===== config.mk =====
export PLATFORM = sky130hd
export DESIGN_NAME = seven_seg_scan_ctrl
export DESIGN_NICKNAME = d
export VERILOG_FILES = /design/src/rtl/seven_seg_scan_ctrl.sv
export SDC_FILE = /design/constraint.sdc
export NUM_CORES = 1
export LEC_CHECK = 0
export BUFFER_PORTS_ARGS = -buffer_cell sky130_fd_sc_hd__buf_4
export CAP_MARGIN = 30
export CORE_AREA = 3 3 70 72
export CTS_BUF_LIST = sky130_fd_sc_hd__clkbuf_8 sky130_fd_sc_hd__clkbuf_16
export CTS_CLUSTER_DIAMETER = 200
export DETAILED_ROUTE_END_ITERATION = 7
export DIE_AREA = 0 0 73 75
export GPL_ROUTABILITY_DRIVEN = 0
export PLACE_DENSITY_LB_ADDON = 0.1
export RECOVER_POWER = 100
export SLEW_MARGIN = 20
export SYNTH_ARGS = -nofsm -noshare
export SYNTH_HDL_FRONTEND = slang
export SYNTH_SLANG_ARGS = --single-unit

===== constraint.sdc =====
create_clock -name clk -period 4.8 [get_ports clk]
set_clock_uncertainty 0.2 [all_clocks]
set_input_delay 0.24 -clock clk [delete_from_list [all_inputs] [get_ports clk]]
set_output_delay 0.24 -clock clk [all_outputs]
set_load 0.02 [all_outputs]

===== src/rtl/seven_seg_scan_ctrl.sv =====
// -----------------------------------------------------------------------------
// seven_seg_scan_ctrl
//
// Drives NUM_DIGITS seven-segment digits from one shared BCD-to-segment decoder
// by time-multiplexing the digit selects. Each digit gets a slot of ON_CYCLES
// clocks. An optional guard gap of GUARD_CYCLES clocks follows each slot. During
// the gap all selects are off, which suppresses ghosting between digits.
//
// A new display value arrives through a valid/ready handshake into a one-deep
// pending buffer. The buffer is committed to the active value only at a frame
// boundary, so a single frame never mixes digits from two different values.
//
// Ports
//   clk         in   system clock, rising edge
//   rst_n       in   asynchronous, active-low reset
//   load_valid  in   a new display value is offered
//   load_value  in   4*NUM_DIGITS BCD nibbles, [3:0] = digit 0 (least significant)
//   load_ready  out  1 = pending buffer empty, an offer is accepted this cycle
//   blank_lz    in   1 = blank leading zeros (digit 0 is never blanked)
//   digit_code  out  nibble for the shared decoder, 4'hF = blank
//   digit_sel   out  one-hot active-high digit enable, all zero in the guard gap
//   frame_tick  out  1-cycle pulse in the frame commit cycle
//
// All outputs are registered. The output registers sample the scan state one
// cycle later, so after reset the scan state already points at slot 0. The
// first clock edge therefore shows digit_sel = 1 for a full ON_CYCLES slot.
// frame_tick is visible in the last cycle of a frame. The edge that ends that
// cycle commits the pending value, and the same edge loads digit 0 of the new
// frame.
// -----------------------------------------------------------------------------
module seven_seg_scan_ctrl #(
    parameter int NUM_DIGITS   = 4,
    parameter int ON_CYCLES    = 50000,
    parameter int GUARD_CYCLES = 500
) (
    input  logic                    clk,
    input  logic                    rst_n,
    input  logic                    load_valid,
    input  logic [4*NUM_DIGITS-1:0] load_value,
    output logic                    load_ready,
    input  logic                    blank_lz,
    output logic [3:0]              digit_code,
    output logic [NUM_DIGITS-1:0]   digit_sel,
    output logic                    frame_tick
);

    localparam int IDX_W   = $clog2(NUM_DIGITS);
    localparam int CNT_MAX = (ON_CYCLES > GUARD_CYCLES) ? ON_CYCLES : GUARD_CYCLES;
    localparam int CNT_W   = (CNT_MAX > 1) ? $clog2(CNT_MAX) : 1;

    localparam logic [CNT_W-1:0] ON_LAST    = CNT_W'(ON_CYCLES - 1);
    localparam logic [CNT_W-1:0] GUARD_LAST = CNT_W'((GUARD_CYCLES > 0) ? GUARD_CYCLES - 1 : 0);
    localparam logic [IDX_W-1:0] IDX_LAST   = IDX_W'(NUM_DIGITS - 1);

    typedef enum logic {
        S_ON,
        S_GUARD
    } state_t;

    // Scan state
    state_t                  state_reg, state_next;
    logic [CNT_W-1:0]        count_reg, count_next;
    logic [IDX_W-1:0]        idx_reg, idx_next;
    logic                    wrap;
    logic                    advance;

    // Display value storage
    logic [4*NUM_DIGITS-1:0] active_reg, active_next;
    logic [4*NUM_DIGITS-1:0] pending_reg;
    logic                    load_ready_reg;   // 1 = pending buffer empty

    // Output registers
    logic [NUM_DIGITS-1:0]   digit_sel_reg, digit_sel_next;
    logic [3:0]              digit_code_reg, digit_code_next;
    logic                    frame_tick_reg;

    logic                    commit;
    logic                    xfer;
    logic [3:0]              nib [NUM_DIGITS];
    logic [NUM_DIGITS-1:0]   upper_zero;       // digit i and every digit above it are 0
    logic                    blanked;

    // -------------------------------------------------------------------------
    // Slot sequencing: ON -> (GUARD) -> next slot, wrap after the top digit
    // -------------------------------------------------------------------------
    always_comb begin : scan_next
        state_next = state_reg;
        idx_next   = idx_reg;
        count_next = count_reg + 1'b1;
        wrap       = 1'b0;
        advance    = 1'b0;
        case (state_reg)
            S_ON: begin
                if (count_reg == ON_LAST) begin
                    count_next = '0;
                    if (GUARD_CYCLES > 0) begin
                        state_next = S_GUARD;
                    end else begin
                        advance = 1'b1;
                    end
                end
            end
            S_GUARD: begin
                if (count_reg == GUARD_LAST) begin
                    count_next = '0;
                    state_next = S_ON;
                    advance    = 1'b1;
                end
            end
            default: begin
                state_next = S_ON;
                count_next = '0;
            end
        endcase
        if (advance) begin
            if (idx_reg == IDX_LAST) begin
                idx_next = '0;
                wrap     = 1'b1;
            end else begin
                idx_next = idx_reg + 1'b1;
            end
        end
    end

    // -------------------------------------------------------------------------
    // Handshake and commit. The two never change pending in the same cycle:
    // a commit needs a full buffer, and a transfer needs an empty one.
    // -------------------------------------------------------------------------
    assign commit      = frame_tick_reg && !load_ready_reg;
    assign xfer        = load_valid && load_ready_reg;
    assign active_next = commit ? pending_reg : active_reg;

    // The digit code is built from active_next. That way digit 0 of a new
    // frame, which loads on the commit edge, already shows the committed value.
    generate
        for (genvar gi = 0; gi < NUM_DIGITS; gi++) begin : g_nib
            assign nib[gi] = active_next[4*gi +: 4];
        end
    endgenerate

    always_comb begin : lz_scan
        logic all_zero;
        all_zero   = 1'b1;
        upper_zero = '0;
        for (int i = NUM_DIGITS - 1; i >= 0; i--) begin
            all_zero      = all_zero && (nib[i] == 4'h0);
            upper_zero[i] = all_zero;
        end
    end

    assign blanked = blank_lz && (idx_reg != '0) && upper_zero[idx_reg];

    always_comb begin : out_next
        digit_sel_next  = '0;
        digit_code_next = 4'hF;
        if (state_reg == S_ON) begin
            digit_sel_next[idx_reg] = 1'b1;
            digit_code_next         = blanked ? 4'hF : nib[idx_reg];
        end
    end

    // -------------------------------------------------------------------------
    // Registers
    // -------------------------------------------------------------------------
    always_ff @(posedge clk or negedge rst_n) begin
        if (!rst_n) begin
            state_reg      <= S_ON;
            count_reg      <= '0;
            idx_reg        <= '0;
            active_reg     <= '0;
            pending_reg    <= '0;
            load_ready_reg <= 1'b1;
            digit_sel_reg  <= '0;
            digit_code_reg <= 4'hF;
            frame_tick_reg <= 1'b0;
        end else begin
            state_reg      <= state_next;
            count_reg      <= count_next;
            idx_reg        <= idx_next;
            active_reg     <= active_next;
            digit_sel_reg  <= digit_sel_next;
            digit_code_reg <= digit_code_next;
            frame_tick_reg <= wrap;
            if (xfer) begin
                pending_reg    <= load_value;
                load_ready_reg <= 1'b0;
            end else if (commit) begin
                load_ready_reg <= 1'b1;
            end
        end
    end

    assign load_ready = load_ready_reg;
    assign digit_sel  = digit_sel_reg;
    assign digit_code = digit_code_reg;
    assign frame_tick = frame_tick_reg;

endmodule


# Word level (Yosys, flattened, before mapping)
# Cells that the tools add are included.
# word_totals
ff_bits	61
input_bits	20
out_inout_bits	10
wordCells	58
# classes
n_addsub	2
n_lt_le_gt_ge	3
n_eq_ne	3
muxes	24
n_bitwise	2
n_reduce_logical	15
# ops
op	count
two-way mux 16 bit	3
case mux 16 bit (2 select lines)	1
two-way mux 4 bit	5
adder 16 x 1 -> 16 bit, second input constant	1
== test 16 bit, second input constant	1
== test 16 x 9 -> 1 bit, second input constant	1
logical NOT 4 bit	4
two-way mux 1 bit	9
binary-select mux 4 bit (select 2 bit)	1
logical AND 1 bit	8
case mux 1 bit (2 select lines)	2
nonzero test 2 bit	2
greater-or-equal comparator 3 bit, second input constant	1
< comparator 2 x 3 -> 1 bit, second input constant	1
inverter 2 -> 3 bit	1
adder 2 x 1 -> 2 bit, second input constant	1
binary-select mux 1 bit (select 2 bit)	1
demux 1 bit (select 2 bit)	1
== test 2 bit, second input constant	1
greater-or-equal comparator 2 x 1 -> 1 bit, second input constant	1
two-way mux 2 bit	1
logical NOT 1 bit	1
inverter 1 bit	1

# Longest topological paths before layout
# Gate-level depths: netlist of the first run.
# depth
ltp_word	12
depth_mapped	6
depth_no_buf	6

# Least setup slack after synthesis of the first run
# OpenSTA, ideal clock, no wires.
# synth_timing
kind	register -> register
startpoint	reg load_ready_reg (netlist: load_ready)
endpoint	reg digit_code_reg[0] (netlist: digit_code[0])
setup_ns	0.061
t_arrival_ns	1.931
path_slack_ns	2.609
path_stages_with_launch	6
path_cell_list	dfstp_2 nand2b_4 mux2_4 or4_1 a221o_1 nand2_1
# synth_between
elab_chain_cells	12
# synth_rtl
item	line_no	text
start: declaration	70	logic load_ready_reg;
start signal: assignment	172	load_ready_reg <= 1'b1;
start signal: assignment	186	load_ready_reg <= 1'b0;
start signal: assignment	188	load_ready_reg <= 1'b1;
logical NOT 1 bit (*)	129	assign commit = frame_tick_reg && !load_ready_reg;
logical AND 1 bit (*)	129	
two-way mux 16 bit (*)	131	assign active_next = commit ? pending_reg : active_reg;
net active_next[12]	68	logic [4*NUM_DIGITS-1:0] active_reg, active_next;
logical NOT 4 bit	146	all_zero = all_zero && (nib[i] == 4'h0);
logical AND 1 bit (3 in a row)	146	
binary-select mux 1 bit (select 2 bit)	151	assign blanked = blank_lz && (idx_reg != '0) && upper_zero[idx_reg];
two-way mux 1 bit (implied by the code)	151	
logical AND 1 bit	151	
two-way mux 4 bit (*)	158	digit_code_next = blanked ? 4'hF : nib[idx_reg];
two-way mux 4 bit (*)	156	if (state_reg == S_ON) begin
net digit_code_next[0]	74	logic [3:0] digit_code_reg, digit_code_next;
end signal: assignment	182	digit_code_reg <= digit_code_next;
end: declaration	74	
# Mark *: on every way through the listed nets, which the timed path passes. The rest lies on a longest branch. The select of a mux whose other input is x is not followed.
# A chain may end at the register's enable or synchronous reset.

# Worst setup path after layout of the first run
# layout_timing
startpoint	reg load_ready_reg (netlist: load_ready)
endpoint	reg digit_code_reg[1] (netlist: digit_code[1])
# layout_between
elab_chain_cells	12
# layout_rtl
item	line_no
logical NOT 1 bit (*)	129
logical AND 1 bit (*)	129
two-way mux 16 bit (*)	131
net active_next[12]	68
logical NOT 4 bit (*)	146
logical AND 1 bit (3 in a row)	146
binary-select mux 1 bit (select 2 bit) (*)	151
two-way mux 1 bit (implied by the code) (*)	151
logical AND 1 bit (*)	151
two-way mux 4 bit (*)	158
two-way mux 4 bit (*)	156
net digit_code_next[1]	74
# Marked as above.

==> summary.txt, run 1 <==
Status
  • Status: completed

Pwr
  • Max VDD drop: 212.5 µV
  • Leakage power: 1.662 nW
  • Power density over the cells: 320.0 nW/µm²

Floorplanning
  • Core Area: 4354 µm²
  • Total die area: 5475 µm²
  • Die H: 75 µm
  • Io pins: 30
  • Rows: 24
  • Die W: 73 µm
  • Initial Utilization: 62.01%

Clock network
  • CTS Buf Count: 9
  • H-tree depth: 3
  • Skew-Pair Late Insertion Delay: 0.34 ns
  • Hold buffer count at CTS: 17
  • CTS Sinks: 61
  • CTS max path bufs: 2
  • Clock slew at the register clock pins of the worst setup and hold paths: 0.07 ns
  • # resized after CTS: 0
  • Setup bufs post-CTS: 0
  • Root buffer cell: clkbuf_8
  • TritonCTS clock tree: done

Layout
  • Share of post-route cells with drive strength above 1: 24.53%
  • Fin nets: 285
  • Final core utilization: 75.75%
  • Antenna Cells: 0
  • Area delta synth->final: 22.15%
  • Fillers: 286
  • Multi-input gate area: 1106 µm²
  • Final instance area: 3298 µm²
  • FF+latch area: 1533 µm²
  • Fin cells: 317

Setup path
  • CP startpoint kind: flop
  • WS Path Type: flop to flop
  • Crit path required time: 4.88 ns
  • Crit path capture type: flop
  • Slowest CP cell: nand2b_1
  • Max FO, Critical Path: 22
  • Worst-path cell chain: nand2b_1 > mux2_1 > or4_1 > a221o_1 > nand2_1
  • Delay of the slowest critical-path stage: 0.77 ns
  • WP data arrival: 3.04 ns

Yosys
  • Syn_area_per_cell: 13.04 µm²
  • Commonest cells in the synthesized netlist: dfrtp_1, mux2_2, nor2_1, nand2_1, nor4_1
  • Mapped Nets: 232
  • Area contributors post-synth: dfrtp_1, mux2_2, dfstp_2
  • Synthesis Warnings: 0
  • Count leader, synth: dfrtp_1
  • Main flop type after synthesis: dfrtp_1
  • Flops & latches, synth: 61
  • Sequential fraction of the synthesis area: 56.77%
  • Largest area contributor in the netlist: dfrtp_1
  • Number of synthesized flops with an enable pin: 0
  • Post-Syn Area: 2700 µm²
  • Synth cell types: 39
  • Async SR Flop Fraction: 100.0%
  • Share of the synthesized area in the top cell type: 51.90%
  • Synth Instances: 207

Worst hold path
  • Worst hold-check path type: input pin to flop

Global routing
  • Vias in the first global route: 1848
  • GRT Util Overall: 22.09%
  • Largest net degree at the start of global routing: 62
  • Global-route wire length before repair: 8832 µm
  • Initial antenna violation count: 0
  • Congestion Overflow GR: 0

Flow run
  • MaxCap Viol Count: 0

Detailed routing
  • Residual DRC count: 0
  • Routed vias/inst: 5.615
  • DRT Pass-1 Iters: 4
  • DRT Wirelength: 5247 µm
  • Wire per inst: 16.55 µm
  • Post-route antenna net violation count: 0
  • Initial DRC count: 104
  • Vias: 1780

STA
  • Setup Viol. Count Final: 0
  • Slew at the pin with the worst max-slew slack: 0.9634 ns
  • Final WS setup: 1.836 ns
  • Setup TNS: 0 ns
  • Final period util: 61.75%
  • Final Hold Viols: 0
  • RSZ-0062 raised after global routing: false
  • Slew HR: 35.77%
  • Slew Limit Fails: 0
  • Tmin final: 2.964 ns
  • Peak Freq: 337.4 MHz

Place
  • DP Wirelength: 3709 µm
  • Setup WS pre-CTS: 2.416 ns
  • Port bufs: 29
  • Placed Instances: 284
  • Placed inst area: 2963 µm²
==> worst paths after layout <==
| check | startpoint | to | slack (ns) | cells after the start |
|---|---|---|---|---|
| worst max-delay path | load_ready | digit_code[1] | 1.84 | 5 |
| max in group asynchronous | rst_n | count_reg[0] | 3.61 | 2 |
| worst min-delay path | blank_lz | digit_code[3] | 0.20 | 5 |
| min in group asynchronous | rst_n | count_reg[11] | 0.32 | 2 |
| worst max register to register | load_ready | digit_code[1] | 1.84 | 5 |
| worst min register to register | active_reg[15] | active_reg[15] | 0.31 | 1 |
==> metal layers <==
| layer | global-route usage [%] | vias up | share of wire, % |
|---|---|---|---|
| li1 | - | 839 | - |
| met1 | 30.34 | 881 | 47 |
| met2 | 31.88 | 48 | 46 |
| met3 | 4.940 | 12 | 4.7 |
| met4 | 14.14 | 0 | 2.7 |
| met5 | 0 | - | 0 |
==> where the power goes <==
part           internal, W   total, W  switching, W
logic            0.0000187  0.0000321     0.0000134
clock network     0.000317   0.000509      0.000192
registers         0.000514   0.000514             0
total             0.000850    0.00106      0.000206
==> layout make-up <==
cell class,instances,area share (%)
well taps,52,1.973
clock buffers,11,4.590
inverters,4,0.4552
repair buffers,46,10.74
clock inverters,5,2.238
multi-input cells,138,33.54
flip-flops and latches,61,46.47
==> stage by stage <==
step / power, W / hold slack (ns)
6_report: 0.001055 / 0.1950
5_1_grt: 0.001087 / 0.2472
4_1_cts: 0.001062 / 0.1804
3_5_place_dp: 0.0005454 / 0.1496
3_3_place_gp: 0.0005440 / 0.1267
2_1_floorplan: 0.0005240 / -0.2556
==> cells in the final DEF (no fill, tap or decap), types with 3 or more instances in the layout <==
cell	netlist	final
nand3_1	5	5
nor4_1	8	9
mux4_2	4	4
buf_4	1	20
mux2_1	0	14
nand4_1	3	3
and3_1	6	6
clkbuf_1	2	9
inv_1	3	4
mux2_2	32	19
ha_1	5	5
dfstp_2	5	4
xor2_1	7	7
xnor2_1	7	7
dfrtp_1	56	56
clkbuf_8	0	11
nor2b_1	5	5
o21ai_0	3	3
nand2_1	15	15
nor2_1	18	18
dlygate4sd3_1	0	17
==> logic make-up (layout without fill, tap and decap cells) <==
family	count (synthesis)	in the layout	share of synthesized area (%)
simple gates	72	72	14.92
compound gates	8	8	1.993
mux	39	39	18.17
xor+xnor	14	14	4.541
fa+ha+maj	5	5	2.317
buf+inv	8	66	1.297
flops	61	61	56.77
==> critical path: cells and delay by family, from the launching register on <==
kind,cells,cell delay (ns)
AND/OR/NAND/NOR,3,1.39
AO/OA/AOI/OAI,1,0.32
flip-flops,1,0.57
multiplexers,1,0.42
Power figures use the tool's default switching activity.
==> inputs of run 2 (changes only) <==
Settings changed: ABC_AREA from default to 1, CORE_AREA 3 3 70 72 to 3 3 75 77, DIE_AREA 0 0 73 75 to 0 0 78 80.
Clock period 4.8 ns to 3.1 ns, I/O delays scaled along.
==> run 2 against run 1 <==
Effect of this change:
- register-to-register slack lost 0.97 ns
- synthesized cell count rose by 58%
- clock power up 27%
- setup slack got worse by 0.97 ns
- critical path type unchanged
==> summary.txt, run 2 <==
Yosys
  • Share of the synthesized area in the top cell type: 49.08% (was 51.90%)
  • Post-Syn Area: 2855 µm² (was 2700 µm²)
  • Syn_area_per_cell: 8.732 µm² (was 13.04 µm²)
  • Largest area contributor in the netlist: dfrtp_1 (unchanged)
  • Flops & latches, synth: 61 (unchanged)
  • Synthesis Warnings: 0 (unchanged)
  • Mapped Nets: 352 (was 232)
  • Sequential fraction of the synthesis area: 53.68% (was 56.77%)
  • Synth cell types: 28 (was 39)
  • Number of synthesized flops with an enable pin: 0 (unchanged)
  • Synth Instances: 327 (was 207)
  • Count leader, synth: nand2_1 (was dfrtp_1)
  • Async SR Flop Fraction: 100.0% (unchanged)
  • Area contributors post-synth: dfrtp_1, nand2_1, inv_1 (was dfrtp_1, mux2_2, dfstp_2)
  • Main flop type after synthesis: dfrtp_1 (unchanged)
  • Commonest cells in the synthesized netlist: nand2_1, dfrtp_1, inv_1, nor2_1, nand3_1 (was dfrtp_1, mux2_2, nor2_1, nand2_1, nor4_1)

Detailed routing
  • DRT Pass-1 Iters: 5 (was 4)
  • Routed vias/inst: 4.857 (was 5.615)
  • Residual DRC count: 0 (unchanged)
  • DRT Wirelength: 5624 µm (was 5247 µm)
  • Wire per inst: 12.39 µm (was 16.55 µm)
  • Post-route antenna net violation count: 0 (unchanged)
  • Vias: 2205 (was 1780)
  • Initial DRC count: 111 (was 104)

Setup path
  • R2R depth: 9 (was 5)
  • CP most frequent cell: nand2_1
  • CP startpoint kind: flop (unchanged)
  • FF-to-FF Start: load_ready (unchanged)
  • Max FO, Critical Path: 23 (was 22)
  • CP startpoint: load_ready (unchanged)
  • WP data arrival: 2.31 ns (was 3.04 ns)
  • Slowest CP cell: o21ai_0 (was nand2b_1)
  • Worst-path cell chain: inv_1 > nand2_1 > o21ai_0 > nand2_1 > nor2_1 > nand2_1 > nand2_1 > nand2_1 > nand2_1 (was nand2b_1 > mux2_1 > or4_1 > a221o_1 > nand2_1)
  • Setup crit end: digit_code[1] (unchanged)
  • Delay of the slowest critical-path stage: 0.48 ns (was 0.77 ns)
  • Crit path capture type: flop (unchanged)
  • FF-to-FF End: digit_code[1] (unchanged)
  • WS Path Type: flop to flop (unchanged)
  • R2r setup slk: 0.86 ns (was 1.84 ns)
  • Crit path required time: 3.17 ns (was 4.88 ns)

Layout
  • Commonest non-fill, non-tap cells in the layout: nand2_1, dfrtp_1, inv_1, nor2_1, buf_4 (was dfrtp_1, buf_4, mux2_2, nor2_1, dlygate4sd3_1)
  • Fin nets: 406 (was 285)
  • Antenna Cells: 0 (unchanged)
  • Final instance area: 3431 µm² (was 3298 µm²)
  • Area delta synth->final: 20.16% (was 22.15%)
  • Share of post-route cells with drive strength above 1: 14.58% (was 24.53%)
  • Fin cells: 454 (was 317)
  • Commonest non-fill, non-tap cell in the layout: nand2_1 (was dfrtp_1)

Worst hold path
  • Worst hold-check path type: input pin to flop (unchanged)

STA
  • Slew HR: 4.086% (was 35.77%)
  • Final period util: 72.17% (was 61.75%)
  • Tmin final: 2.237 ns (was 2.964 ns)
  • RSZ-0062 raised after global routing: false (unchanged)
  • Hold Slack: 0.1380 ns (was 0.1950 ns)
  • Setup TNS: 0 ns (unchanged)
  • Setup Viol. Count Final: 0 (unchanged)
  • Peak Freq: 447.0 MHz (was 337.4 MHz)
  • Slew Limit Fails: 0 (unchanged)
  • Final Hold Viols: 0 (unchanged)
  • Slew at the pin with the worst max-slew slack: 1.439 ns (was 0.9634 ns)

Pwr
  • Leakage power: 1.853 nW (was 1.662 nW)
  • Power density over the cells: 452.0 nW/µm² (was 320.0 nW/µm²)
  • Max VDD drop: 310.1 µV (was 212.5 µV)
  • Pwr Total: 0.001551 W (was 0.001055 W)

Floorplanning
  • Total die area: 6240 µm² (was 5475 µm²)
  • Rows: 26 (was 24)
  • Core Area: 5075 µm² (was 4354 µm²)
  • Io pins: 30 (unchanged)
  • Initial Utilization: 56.26% (was 62.01%)
  • Die H: 80 µm (was 75 µm)
  • Die W: 78 µm (was 73 µm)

Global routing
  • Congestion Overflow GR: 0 (unchanged)
  • Initial antenna violation count: 0 (unchanged)
  • Vias in the first global route: 2271 (was 1848)
  • Global-route wire length before repair: 9742 µm (was 8832 µm)
  • GRT Util Overall: 20.46% (was 22.09%)
  • Largest net degree at the start of global routing: 62 (unchanged)

Clock network
  • Setup bufs post-CTS: 0 (unchanged)
  • CTS max path bufs: 2 (unchanged)
  • H-tree depth: 3 (unchanged)
  • CTS Sinks: 61 (unchanged)
  • Skew-Pair Late Insertion Delay: 0.33 ns (was 0.34 ns)
  • Clock slew at the register clock pins of the worst setup and hold paths: 0.06 ns (was 0.07 ns)
  • Root buffer cell: clkbuf_8 (unchanged)
  • CTS Buf Count: 9 (unchanged)
  • TritonCTS clock tree: done (unchanged)

Place
  • Placed inst area: 3128 µm² (was 2963 µm²)
  • Placed Instances: 422 (was 284)
  • Port bufs: 29 (unchanged)
  • DP Wirelength: 3887 µm (was 3709 µm)

Flow run
  • MaxCap Viol Count: 0 (unchanged)

Status
  • Status: completed (unchanged)
[run 2: repair_timing]
action | CTS | global route
endpoints found under the hold margin | 73 | 0
resized for setup | 0 | 0
hold buffers | 18 | 0
[run 2: metal layers]
layer / vias to the layer above / GRT usage [%] / routed length, µm
met5: - / 0 / 0
met4: 0 / 8.042 / 107
met3: 10 / 5.869 / 192
met2: 38 / 36.22 / 2819
met1: 1028 / 23.36 / 2505
li1: 1129 / - / -
[run 2: worst min-delay path by stage]
| stage | start | endpoint | slack (ns) | cells past startpoint |
|---|---|---|---|---|
| 2_1_floorplan | rst_n | active_reg[0] | -0.34 | 0 |
| 3_3_place_gp | rst_n | pending_reg[9] | 0.07 | 1 |
| 3_5_place_dp | rst_n | pending_reg[9] | 0.07 | 1 |
| 4_1_cts | blank_lz | digit_code[2] | 0.09 | 7 |
| 5_1_grt | blank_lz | digit_code[1] | 0.18 | 7 |
| 6_report | blank_lz | digit_code[2] | 0.14 | 7 |
[run 2: critical path: cells and delay by family (launching register included)]
| kind | cells | cell delay [ns] |
|---|---|---|
| and+or+nand+nor | 7 | 0.93 |
| buffers and inverters | 1 | 0.18 |
| AOI/OAI and AO/OA | 1 | 0.48 |
| DFF | 1 | 0.39 |
[run 2: power breakdown]
part / internal, W / switching [W] / total (W)
registers: 0.000821 / 0.0000119 / 0.000833
clock network: 0.000367 / 0.000277 / 0.000644
logic: 0.0000449 / 0.0000292 / 0.0000741
total: 0.00123 / 0.000318 / 0.00155
[run 2: through the flow]
| step | worst slack, ns | util (%) |
|---|---|---|
| global placement | 1.204 | 61.64 |
| CTS | 1.161 | 68.81 |
| detailed placement | 1.178 | 61.64 |
| finish | 0.8626 | 67.60 |
| floorplan | 1.390 | - |
| global route | 0.5385 | 67.60 |
[run 2: layout make-up]
class	count	area [µm²]
Clock buffer	13	178.9
Clock inverter	1	5.005
Fill cell	458	1644
Inverter	49	183.9
Multi-Input combinational cell	213	1081
Sequential cell	61	1533
Tap cell	70	87.58
Timing Repair Buffer	47	361.6
[run 2: kinds of logic after synthesis]
group,after synthesis,synth area share (%)
buffers and inverters,53,7.581
adder cells (fa/ha/maj),5,2.191
AO/OA/AOI/OAI,28,5.303
XOR/XNOR,8,2.454
multiplexers,13,5.127
AND/OR/NAND/NOR,159,23.66
flip-flops,61,53.68
==> inputs of run 3 (changes only) <==
Settings changed: CORE_AREA 3 3 75 77 to 3 3 79 81, DIE_AREA 0 0 78 80 to 0 0 82 84.
Clock period 3.1 ns to 1.95 ns, I/O delays scaled along.
==> run 3 against run 2 <==
Effect of this change:
- routed wire length up 2.2%
- register-to-register slack worse by 0.73 ns
- cell count up 2.4%
- clock power up 42%
- first-iteration DRC count down 38%
- maximum frequency up 23%
- worst hold slack worse by 0.086 ns
- global-route usage down 1.6 points
- flip-flop and latch count unchanged
- die area up 10%
- largest cell class unchanged
- highest routed layer unchanged
==> summary.txt, run 3 (synthesis gave the netlist of run 2 again) <==
Layout
  • Final instance area: 3495 µm² (was 3431 µm²)
  • Commonest non-fill, non-tap cells in the layout: nand2_1, dfrtp_1, inv_1, nor2_1, buf_4 (unchanged)
  • Antenna Cells: 0 (unchanged)
  • Fillers: 516 (was 458)
  • Fin nets: 414 (was 406)
  • Commonest non-fill, non-tap cell in the layout: nand2_1 (unchanged)
  • Share of post-route cells with drive strength above 1: 17.05% (was 14.58%)
  • Area delta synth->final: 22.39% (was 20.16%)
  • Fin cells: 465 (was 454)

Flow run
  • MaxCap Viol Count: 0 (unchanged)

Setup path
  • FF-to-FF End: digit_code[3] (was digit_code[1])
  • Max FO, Critical Path: 21 (was 23)
  • Crit path max-delay family: simple AND/OR/NAND/NOR gates (unchanged)
  • Delay of the slowest critical-path stage: 0.56 ns (was 0.48 ns)
  • WS Path Type: flop to flop (unchanged)
  • R2R depth: 9 (unchanged)
  • Crit path capture type: flop (unchanged)
  • WP data arrival: 1.89 ns (was 2.31 ns)
  • Worst path bufs/invs: 2 (was 1)
  • Slowest CP cell: dfstp_2 (was o21ai_0)
  • CP startpoint: load_ready (unchanged)
  • Worst-path cell chain: inv_2 > nand2_2 > buf_12 > nand2_1 > o21ai_0 > nand3_1 > nor2_2 > nand2_2 > nand2_1 (was inv_1 > nand2_1 > o21ai_0 > nand2_1 > nor2_1 > nand2_1 > nand2_1 > nand2_1 > nand2_1)
  • Crit path required time: 2.02 ns (was 3.17 ns)
  • R2r setup slk: 0.13 ns (was 0.86 ns)
  • FF-to-FF Start: load_ready (unchanged)
  • CP startpoint kind: flop (unchanged)

Global routing
  • Largest net degree at the start of global routing: 62 (unchanged)
  • Global-route wire length before repair: 10040 µm (was 9742 µm)
  • Initial antenna violation count: 0 (unchanged)
  • Vias in the first global route: 2271 (unchanged)
  • GRT Util Overall: 18.83% (was 20.46%)
  • Congestion Overflow GR: 0 (unchanged)

Place
  • Placed Instances: 432 (was 422)
  • Placed inst area: 3203 µm² (was 3128 µm²)
  • Port bufs: 29 (unchanged)
  • DP Wirelength: 4135 µm (was 3887 µm)

Detailed routing
  • Residual DRC count: 0 (unchanged)
  • DRT Wirelength: 5748 µm (was 5624 µm)
  • Initial DRC count: 69 (was 111)
  • Vias: 2251 (was 2205)
  • Wire per inst: 12.36 µm (was 12.39 µm)
  • DRT met1 WL: 2552 µm (was 2505 µm)
  • DRT Pass-1 Iters: 4 (was 5)
  • Top Layer Used: met4 (unchanged)
  • Metal2 WL: 2864 µm (was 2819 µm)
  • Routed vias/inst: 4.841 (was 4.857)
  • Met3 Wirelength: 219 µm (was 192 µm)
  • Post-route antenna net violation count: 0 (unchanged)

Status
  • Status: completed (unchanged)

Worst hold path
  • Worst hold-check path type: input pin to flop (unchanged)
  • Min-Delay Endpoint: digit_code[0] (was digit_code[2])
  • Hold_sp: blank_lz (unchanged)
  • Hold path cells: 7 (unchanged)

Floorplanning
  • Initial Utilization: 51.54% (was 56.26%)
  • Die W: 82 µm (was 78 µm)
  • Core Area: 5540 µm² (was 5075 µm²)
  • Rows: 27 (was 26)
  • Io pins: 30 (unchanged)
  • Total die area: 6888 µm² (was 6240 µm²)
  • Die H: 84 µm (was 80 µm)

Clock network
  • Setup bufs post-CTS: 0 (unchanged)
  • Root buffer cell: clkbuf_8 (unchanged)
  • CTS Sinks: 61 (unchanged)
  • Clock slew at the register clock pins of the worst setup and hold paths: 0.06 ns (about the same)
  • TritonCTS clock tree: done (unchanged)
  • CTS max path bufs: 2 (unchanged)
  • CTS Buf Count: 9 (unchanged)
  • H-tree depth: 3 (unchanged)
  • Skew-Pair Late Insertion Delay: 0.33 ns (about the same)

STA
  • Peak Freq: 550.0 MHz (was 447.0 MHz)
  • Setup TNS: 0 ns (unchanged)
  • RSZ-0062 raised after global routing: false (unchanged)
  • Tmin final: 1.818 ns (was 2.237 ns)
  • Slew HR: 14.18% (was 4.086%)
  • Final Hold Viols: 0 (unchanged)
  • Setup Viol. Count Final: 0 (unchanged)
  • Slew Limit Fails: 0 (unchanged)
  • Slew at the pin with the worst max-slew slack: 1.287 ns (was 1.439 ns)
  • Final period util: 93.24% (was 72.17%)

Pwr
  • Leakage power: 1.886 nW (was 1.853 nW)
  • Power density over the cells: 675.0 nW/µm² (was 452.0 nW/µm²)
  • Max VDD drop: 360.5 µV (was 310.1 µV)
  • Pwr Total: 0.002359 W (was 0.001551 W)
-- run 3: cell count changes in the layout (fill, tap and decap cells not counted), sizes merged --
cell	previous run	this run
inv	48	51
clkbuf	23	24
clkinv	2	3
buf	19	23
-- run 3: how the worst max path moves through the flow --
stage / end / slack (ns) / cells past startpoint
floorplan: digit_code[0] / 0.24 / 11
global placement: digit_code[0] / 0.15 / 11
detailed placement: digit_code[3] / 0.12 / 11
CTS: digit_code[1] / 0.1 / 11
global route: digit_code[0] / 0.005 / 11
finish: digit_code[3] / 0.13 / 9
-- run 3: what timing repair did --
action,CTS,global route
setup endpoints to repair,0,6
resized for setup,0,2
hold buffers,18,0
hold endpoints to repair,73,0
-- run 3: area by class of cell --
type,count,area [µm²],share of cell area [%]
clock buffer,10,137.6,3.938
clock inverter,5,21.27,0.6087
inverter,49,183.9,5.263
multi-input combinational,213,1110,31.76
sequential,61,1533,43.86
tap,72,90.09,2.578
timing repair buffer,55,419.2,11.99
-- run 3: power by group --
part / internal [W] / leakage [nW] / switching, W / total [W]
combinational: 0.0000714 / 1.01 / 0.0000458 / 0.000117
sequential: 0.00131 / 0.784 / 0.0000195 / 0.00132
clock: 0.000470 / 0.0957 / 0.000447 / 0.000917
-- run 3: per-layer routing --
layer / vias to the layer above / track usage (%)
li1: 1148 / -
met4: 0 / 8.610
met1: 1054 / 23.12
met2: 39 / 31.15
met5: - / 0
met3: 10 / 3.888
-- run 3: per-stage QoR --
step           util, %  hold WS, ns  setup slack, ns
6_report         63.08      0.05242           0.1318
5_1_grt          63.08      0.06996         0.005478
4_1_cts          63.93      0.03849          0.09937
3_5_place_dp     57.81      0.01928           0.1217
3_3_place_gp     57.81      0.02121           0.1450
2_1_floorplan        -      -0.3981           0.2399
-- run 3: tightest hold or removal path: stages --
cell,delay (ns)
buf_4,0.11
nand2_1,0.06
nor2_1,0.04
nand3_1,0.09
nor2_2,0.05
nand2_2,0.08
nand2_1,0.05
